<file path="src/rtl/writeback_unit.sv">
// MEM/WB pipeline register with stall/flush, load alignment/extension,
// four-way result select and a retired-instruction counter.
module writeback_unit #(
  parameter int XLEN   = 32,
  parameter int REG_AW = 5,
  parameter int CNT_W  = 64
) (
  input  logic              clk,
  input  logic              rst,
  input  logic              StallW,
  input  logic              FlushW,
  input  logic              ValidM,
  input  logic              RegWriteM,
  input  logic [REG_AW-1:0] RdM,
  input  logic [1:0]        ResultSrcM,
  input  logic [2:0]        LoadTypeM,
  input  logic [XLEN-1:0]   ALUResultM,
  input  logic [XLEN-1:0]   ReadDataM,
  input  logic [XLEN-1:0]   PCPlus4M,
  input  logic [XLEN-1:0]   ImmExtM,
  output logic [XLEN-1:0]   ResultW,
  output logic [REG_AW-1:0] RdW,
  output logic              RegWriteW,
  output logic              ValidW,
  output logic              MisalignW,
  output logic [CNT_W-1:0]  InstRetW
);

  localparam logic [1:0] SRC_ALU  = 2'b00;
  localparam logic [1:0] SRC_LOAD = 2'b01;
  localparam logic [1:0] SRC_PC4  = 2'b10;
  localparam logic [1:0] SRC_IMM  = 2'b11;

  logic              validReg;
  logic              regWriteReg;
  logic              misalignReg;
  logic [REG_AW-1:0] rdReg;
  logic [1:0]        resultSrcReg;
  logic [2:0]        loadTypeReg;
  logic [XLEN-1:0]   aluReg;
  logic [XLEN-1:0]   readDataReg;
  logic [XLEN-1:0]   pcPlus4Reg;
  logic [XLEN-1:0]   immReg;
  logic [CNT_W-1:0]  instRetReg;

  logic              misalignM;
  logic [1:0]        offsetM;

  assign offsetM = ALUResultM[1:0];

  // LoadType[1:0]: 00 byte, 01 halfword, anything else is treated as a word.
  always_comb begin
    misalignM = 1'b0;
    if (ValidM && (ResultSrcM == SRC_LOAD)) begin
      case (LoadTypeM[1:0])
        2'b00:   misalignM = 1'b0;
        2'b01:   misalignM = offsetM[0];
        default: misalignM = (offsetM != 2'b00);
      endcase
    end
  end

  always_ff @(posedge clk or negedge rst) begin
    if (!rst) begin
      validReg     <= 1'b0;
      regWriteReg  <= 1'b0;
      misalignReg  <= 1'b0;
      rdReg        <= '0;
      resultSrcReg <= '0;
      loadTypeReg  <= '0;
      aluReg       <= '0;
      readDataReg  <= '0;
      pcPlus4Reg   <= '0;
      immReg       <= '0;
      instRetReg   <= '0;
    end else begin
      // A flushed bubble keeps stale data fields; only the control bits matter.
      if (FlushW) begin
        validReg    <= 1'b0;
        regWriteReg <= 1'b0;
        misalignReg <= 1'b0;
      end else if (!StallW) begin
        validReg     <= ValidM;
        regWriteReg  <= RegWriteM;
        misalignReg  <= misalignM;
        rdReg        <= RdM;
        resultSrcReg <= ResultSrcM;
        loadTypeReg  <= LoadTypeM;
        aluReg       <= ALUResultM;
        readDataReg  <= ReadDataM;
        pcPlus4Reg   <= PCPlus4M;
        immReg       <= ImmExtM;
      end
      if (!FlushW && !StallW && ValidM && !misalignM) begin
        instRetReg <= instRetReg + CNT_W'(1);
      end
    end
  end

  logic [7:0]      byteLane [4];
  logic [15:0]     halfLane [2];
  logic [7:0]      loadByte;
  logic [15:0]     loadHalf;
  logic [31:0]     loadWord;
  logic [XLEN-1:0] loadExt;

  genvar gi;
  for (gi = 0; gi < 4; gi++) begin : gByteLane
    assign byteLane[gi] = readDataReg[8*gi +: 8];
  end
  for (gi = 0; gi < 2; gi++) begin : gHalfLane
    assign halfLane[gi] = readDataReg[16*gi +: 16];
  end

  assign loadByte = byteLane[aluReg[1:0]];
  assign loadHalf = halfLane[aluReg[1]];
  assign loadWord = readDataReg[31:0];

  always_comb begin
    loadExt = '0;
    case (loadTypeReg)
      3'b000:  loadExt = XLEN'($signed(loadByte));
      3'b100:  loadExt = XLEN'(loadByte);
      3'b001:  loadExt = XLEN'($signed(loadHalf));
      3'b101:  loadExt = XLEN'(loadHalf);
      default: loadExt = XLEN'($signed(loadWord));
    endcase
  end

  always_comb begin
    ResultW = aluReg;
    case (resultSrcReg)
      SRC_ALU:  ResultW = aluReg;
      SRC_LOAD: ResultW = loadExt;
      SRC_PC4:  ResultW = pcPlus4Reg;
      SRC_IMM:  ResultW = immReg;
      default:  ResultW = aluReg;
    endcase
  end

  assign RdW       = rdReg;
  assign ValidW    = validReg;
  assign MisalignW = misalignReg;
  assign RegWriteW = validReg & regWriteReg & (rdReg != '0) & ~misalignReg;
  assign InstRetW  = instRetReg;

endmodule

</file>
<file path="config.mk">
export PLATFORM = sky130hd
export DESIGN_NAME = writeback_unit
export DESIGN_NICKNAME = d
export VERILOG_FILES = /design/src/rtl/writeback_unit.sv
export SDC_FILE = /design/constraint.sdc
export NUM_CORES = 1
export LEC_CHECK = 0
export CORE_UTILIZATION = 53
export CTS_CLUSTER_DIAMETER = 100
export DETAILED_ROUTE_END_ITERATION = 16
export GPL_TIMING_DRIVEN = 0
export HOLD_SLACK_MARGIN = 0.05
export PLACE_DENSITY_LB_ADDON = 0.3
export SETUP_SLACK_MARGIN = 0.2
export SYNTH_ARGS = -nofsm -noshare
export SYNTH_HDL_FRONTEND = slang
export SYNTH_SLANG_ARGS = --single-unit
export TNS_END_PERCENT = 100
</file>
<file path="constraint.sdc">
create_clock -name clk -period 6.9 [get_ports clk]
set_clock_uncertainty 0.05 [all_clocks]
set_input_delay 1.725 -clock clk [delete_from_list [all_inputs] [get_ports clk]]
set_output_delay 1.725 -clock clk [all_outputs]
set_load 0.05 [all_outputs]
</file>
; ---- Word level (Yosys, flattened, before mapping)
; Index checks and enable logic that the tools add are counted.
; W data, S select, Z words.
[totals]
output_inout_bits = 104
mem_count = 0
mem_bits_ro = 0
ram_bits = 0
wordCells = 60
register_bits = 205
latch_bits = 0
[classes]
n_shift = 0
n_mux = 16
magnitude_cmp = 2
bitwise_logic = 8
div_mod_pow = 0
n_addsub = 1
eq_ne = 9
n_reduce_logical = 13
multipliers = 0
[op_table]
columns = op, count
row1 = $pmux W32 S4, 2
row2 = $add A64 B1 Y64 const B, 1
row3 = $mux W16, 3
row4 = $bmux W8 S2, 1
row5 = $mux W8, 2
row6 = $mux W1, 7
row7 = $eq A2 B1 Y1 const B, 3
row8 = $eq A3 B3 Y1 const B, 2
row9 = $reduce_bool A5 Y1, 1
row10 = $eq A2 B2 Y1 const B, 2
row11 = $logic_and A1 B1 Y1, 4
row12 = $logic_not A2 Y1, 2
row13 = $and A1 B1 Y1, 3
row14 = $eq A3 B1 Y1 const B, 1
row15 = $ge A3 B3 Y1 const B, 1
row16 = $logic_not A1 Y1, 3
row17 = $logic_not A3 Y1, 1
row18 = $not A1 Y1, 3
row19 = $not A2 Y3, 1
row20 = $ge A2 B2 Y1 const B, 1
row21 = $ne A2 B1 Y1 const B, 1
row22 = $not A1 Y2, 1
row23 = $pmux W1 S2, 1
row24 = $reduce_and A2 Y1, 1
row25 = $reduce_bool A2 Y1, 1

; ---- Longest topological paths before layout
[depth]
ltp_word = 6
mapped_depth = 7
mapped_depth_nobuf = 6

; ---- Worst setup path before layout
; No wires, ideal clock.
[synth_path]
path_type = reg-to-output
from = register aluReg[0]
to = output port ResultW[20]
setup_slack_ns = 2.747
path_stages_with_launch = 8
required_time_ns = 5.125
t_arrival_ns = 2.378
path_cell_list = dfrtp_1 > clkbuf_1 > nor2_1 > mux2i_1 > o21ai_1 > clkbuf_1 > o211ai_1 > a21oi_1
[synth_via]
elab_chain_cells = 6
[synth_rtl]
columns = element, line_no
row1 = from (decl), 40  ; logic [XLEN-1:0] aluReg;
row2 = from (signal assigned), 89  ; aluReg <= ALUResultM;
row3 = $not A2 Y3 (implied by the code), 115  ; assign loadByte = byteLane[aluReg[1:0]];
row4 = $bmux W8 S2, 115
row5 = $mux W8 (implied by the code) (2 in series), 115
row6 = $pmux W32 S4, 121  ; case (loadTypeReg)
row7 = $pmux W32 S4, 132  ; case (resultSrcReg)
row8 = to (decl), 21  ; output logic [XLEN-1:0] ResultW,
; No other way between the ends. The select of a mux whose other input is x is not followed.

; ---- Worst setup path after layout
[layout_path]
from = register aluReg[0]
to = output port ResultW[29]
; The elaborated chain is that of the path after synthesis.

==> impl_metrics.yaml <==
run_status:
  status: "completed"
sta:
  hold_ws_ns: 0.413
  fmax_ghz: 0.183
  period_share: 0.793
  finalCriticalPeriod_ns: 5.47
  slew_violations: 0
  slew_headroom: 0.404
  hold_viol: 0
  fin_ws_ns: 1.43
  final-setup-viol-count: 0
  rsz0062_at_grt: "false"
  fin_setup_tns_ns: 0
  tightest_slew_ns: 0.894
synthesis:
  synthArstFlopShare: 1.00
  synthXorXnorAreaFrac: 0.0564
  mappedNetlistArea_sq_um: 9790
  syn_avg_cell_area_sq_um: 11.1
  ys.flop_type: "dfrtp_1"
  yosys_register_bits: 205
  synth_fa_ha_area_frac: 0.00128
  synth_cell_types: 52
  synth_compound_area_frac: 0.0818
  syn-num-nets: 1026
  synthesis.instances: 881
  synth_top_family_by_area: "multiplexers"
  synth_edf_count: 0
  synth-simple-area-share: 0.131
  ys_seq_area_frac: 0.524
  yosys-mux-area-fraction: 0.173
  ys_warn_count: 0
die:
  io_pins: 248
  die_w_microns: 138
  initial_utilization: 0.543
  die_h_microns: 138
  std_cell_rows: 49
  dieArea_sq_um: 19000
  core_sq_um: 18000
global_route:
  grt_max_degree: 115
  grt_antenna_before_repair: 4
  grtUsageMet2: 0.491
  overflow: 0
  grt_use_total: 0.301
  grt_use_met1: 0.380
  grt_pass1_wl_microns: 43300
  grt_use_met3: 0.0713
  busiest_layer: "met2"
  grt_pass1_vias: 8111
clock_network:
  clock-sinks: 205
  cts_buffers: 23
  cts_tree: "yes"
  path_clk_slew_ns: 0.06
  cts.repair.resized: 0
  clk-insertion-delay-late_ns: 0.50
  root_buffer: "clkbuf_16"
  clockBufferDepth: 3
  holdBufCountCts: 0
  cts_max_level: 1
  post_cts_buffers: 0
power_and_ir_drop:
  p_total_mw: 3.64
  powerDensity_nw_per_um2: 274
  p_leak_nw: 5.58
  ir_worst_vdd_mv: 0.229
worst_setup_path:
  crit_fanout: 10
  crit_required_ns: 5.12
  worstSetupPathType: "flop to output pin"
  crit_path_end_kind: "output pin"
  worstPathArrival_ns: 3.70
  start_kind: "flop"
routing:
  first_pass_iters: 5
  drtIter0Drc: 492
  ant_nets: 0
  routed_wl_microns: 28500
  avgRoutedWirePerCell_microns: 20.4
  dr_total_vias: 8089
  drc_errors: 0
  via_per_inst: 5.79
place:
  placed_cell_area_sq_um: 12600
  dp_hpwl_microns: 20300
  portBuffers: 245
  preCtsSetupSlack_ns: 1.99
  dpl.cell_count: 1356
  place.gp.congestion: 0.914
final_layout:
  drive_above_1_share: 0.162
  nNetsFinal: 1297
  utilization: 0.738
  layout_common_cells: "clkdlybuf4s50_1 (244), dfrtp_1 (205), mux2_2 (129)"
  finalNonFillerCells: 1396
  area_growth_syn_to_layout_pct: 35.9
  final_common_cell: "clkdlybuf4s50_1"
  final_area_sq_um: 13300
hold_path:
  hold_class: "flop to flop"
run:
  max-cap-violations: 0
routing by layer:
layer	part of all wire	vias to the layer above
met1	0.40	3964
met3	0.084	75
met5	0.0012	-
met2	0.48	364
met4	0.043	4
li1	-	3682
registers in the layout, indices dropped and copies added, names as in the netlist:
register,flops
MisalignW,1
loadTypeReg,3
RdW,5
InstRetW,64
aluReg,32
ValidW,1
loadWord,32
immReg,32
pcPlus4Reg,32
resultSrcReg,2
regWriteReg,1
power by group:
group / switching (mW) / leakage [nW] / internal, mW
clock network: 0.472 / 0.358 / 0.746
registers: 0.0939 / 2.52 / 1.33
logic: 0.587 / 2.70 / 0.412
total: 1.15 / 5.58 / 2.49
path summary, 6_finish.rpt:
kind	startpoint	end	slack (ns)	depth (start not counted)
worst max-delay path	aluReg[0]	ResultW[29]	1.43	8
worst min-delay path	InstRetW[63]	InstRetW[63]	0.41	1
worst max register to register	InstRetW[3]	InstRetW[54]	4.41	6
worst min register to register	InstRetW[63]	InstRetW[63]	0.41	1
max in group asynchronous	rst	InstRetW[42]	4.63	2
min in group asynchronous	rst	immReg[24]	1.18	1
layout make-up:
cell class	instances	area, sq um
inverter	25	93.8
timing repair buffer	246	2480
sequential	205	5130
clock inverter	6	108
antenna	1	2.50
tap	229	287
clock buffer	33	633
fill	1293	4720
buffer	52	219
multi-input combinational	599	4340
synth_stat cells, types with 4 or more instances:
| cell type | n | area [sq um] |
|---|---|---|
| dfrtp_1 | 205 | 5130 |
| mux2_2 | 129 | 1450 |
| nand2_1 | 83 | 312 |
| nor2_1 | 54 | 203 |
| xor2_1 | 41 | 359 |
| a21oi_1 | 40 | 200 |
| o21ai_0 | 38 | 190 |
| clkbuf_1 | 37 | 139 |
| nor3_1 | 28 | 140 |
| nand3_1 | 25 | 125 |
| inv_1 | 24 | 90.1 |
| xnor2_1 | 22 | 193 |
| nand4_1 | 20 | 125 |
| o211ai_1 | 17 | 128 |
| nor4_1 | 12 | 75.1 |
| mux4_2 | 8 | 180 |
| and3_1 | 7 | 43.8 |
| o221ai_1 | 7 | 61.3 |
| buf_1 | 6 | 22.5 |
| buf_2 | 6 | 30.0 |
| mux2i_1 | 6 | 60.1 |
| and2_1 | 5 | 31.3 |
| and4_1 | 5 | 43.8 |
| nor2b_1 | 5 | 31.3 |
| a221o_1 | 4 | 40.0 |
| nand2b_1 | 4 | 25.0 |
| o22ai_1 | 4 | 25.0 |
| o2bb2ai_1 | 4 | 35.0 |
kinds of logic after synthesis:
| logic type | count (synthesis) |
|---|---|
| AO/OA/AOI/OAI | 129 |
| XOR/XNOR | 63 |
| adder cells (fa/ha/maj) | 1 |
| buffers and inverters | 77 |
| flip-flops | 205 |
| multiplexers | 143 |
| AND/OR/NAND/NOR | 263 |
critical path, cell delays in order, from the launching register on:
cell and delay (ns):
dfrtp_1 0.37, clkbuf_1 0.46, nor2_1 0.10, mux2i_1 0.14, o21ai_1 0.38, clkbuf_1 0.44
o211ai_1 0.21, a21oi_1 0.25, clkdlybuf4s50_1 0.84
Note: power is estimated with default switching activity, not from simulation.
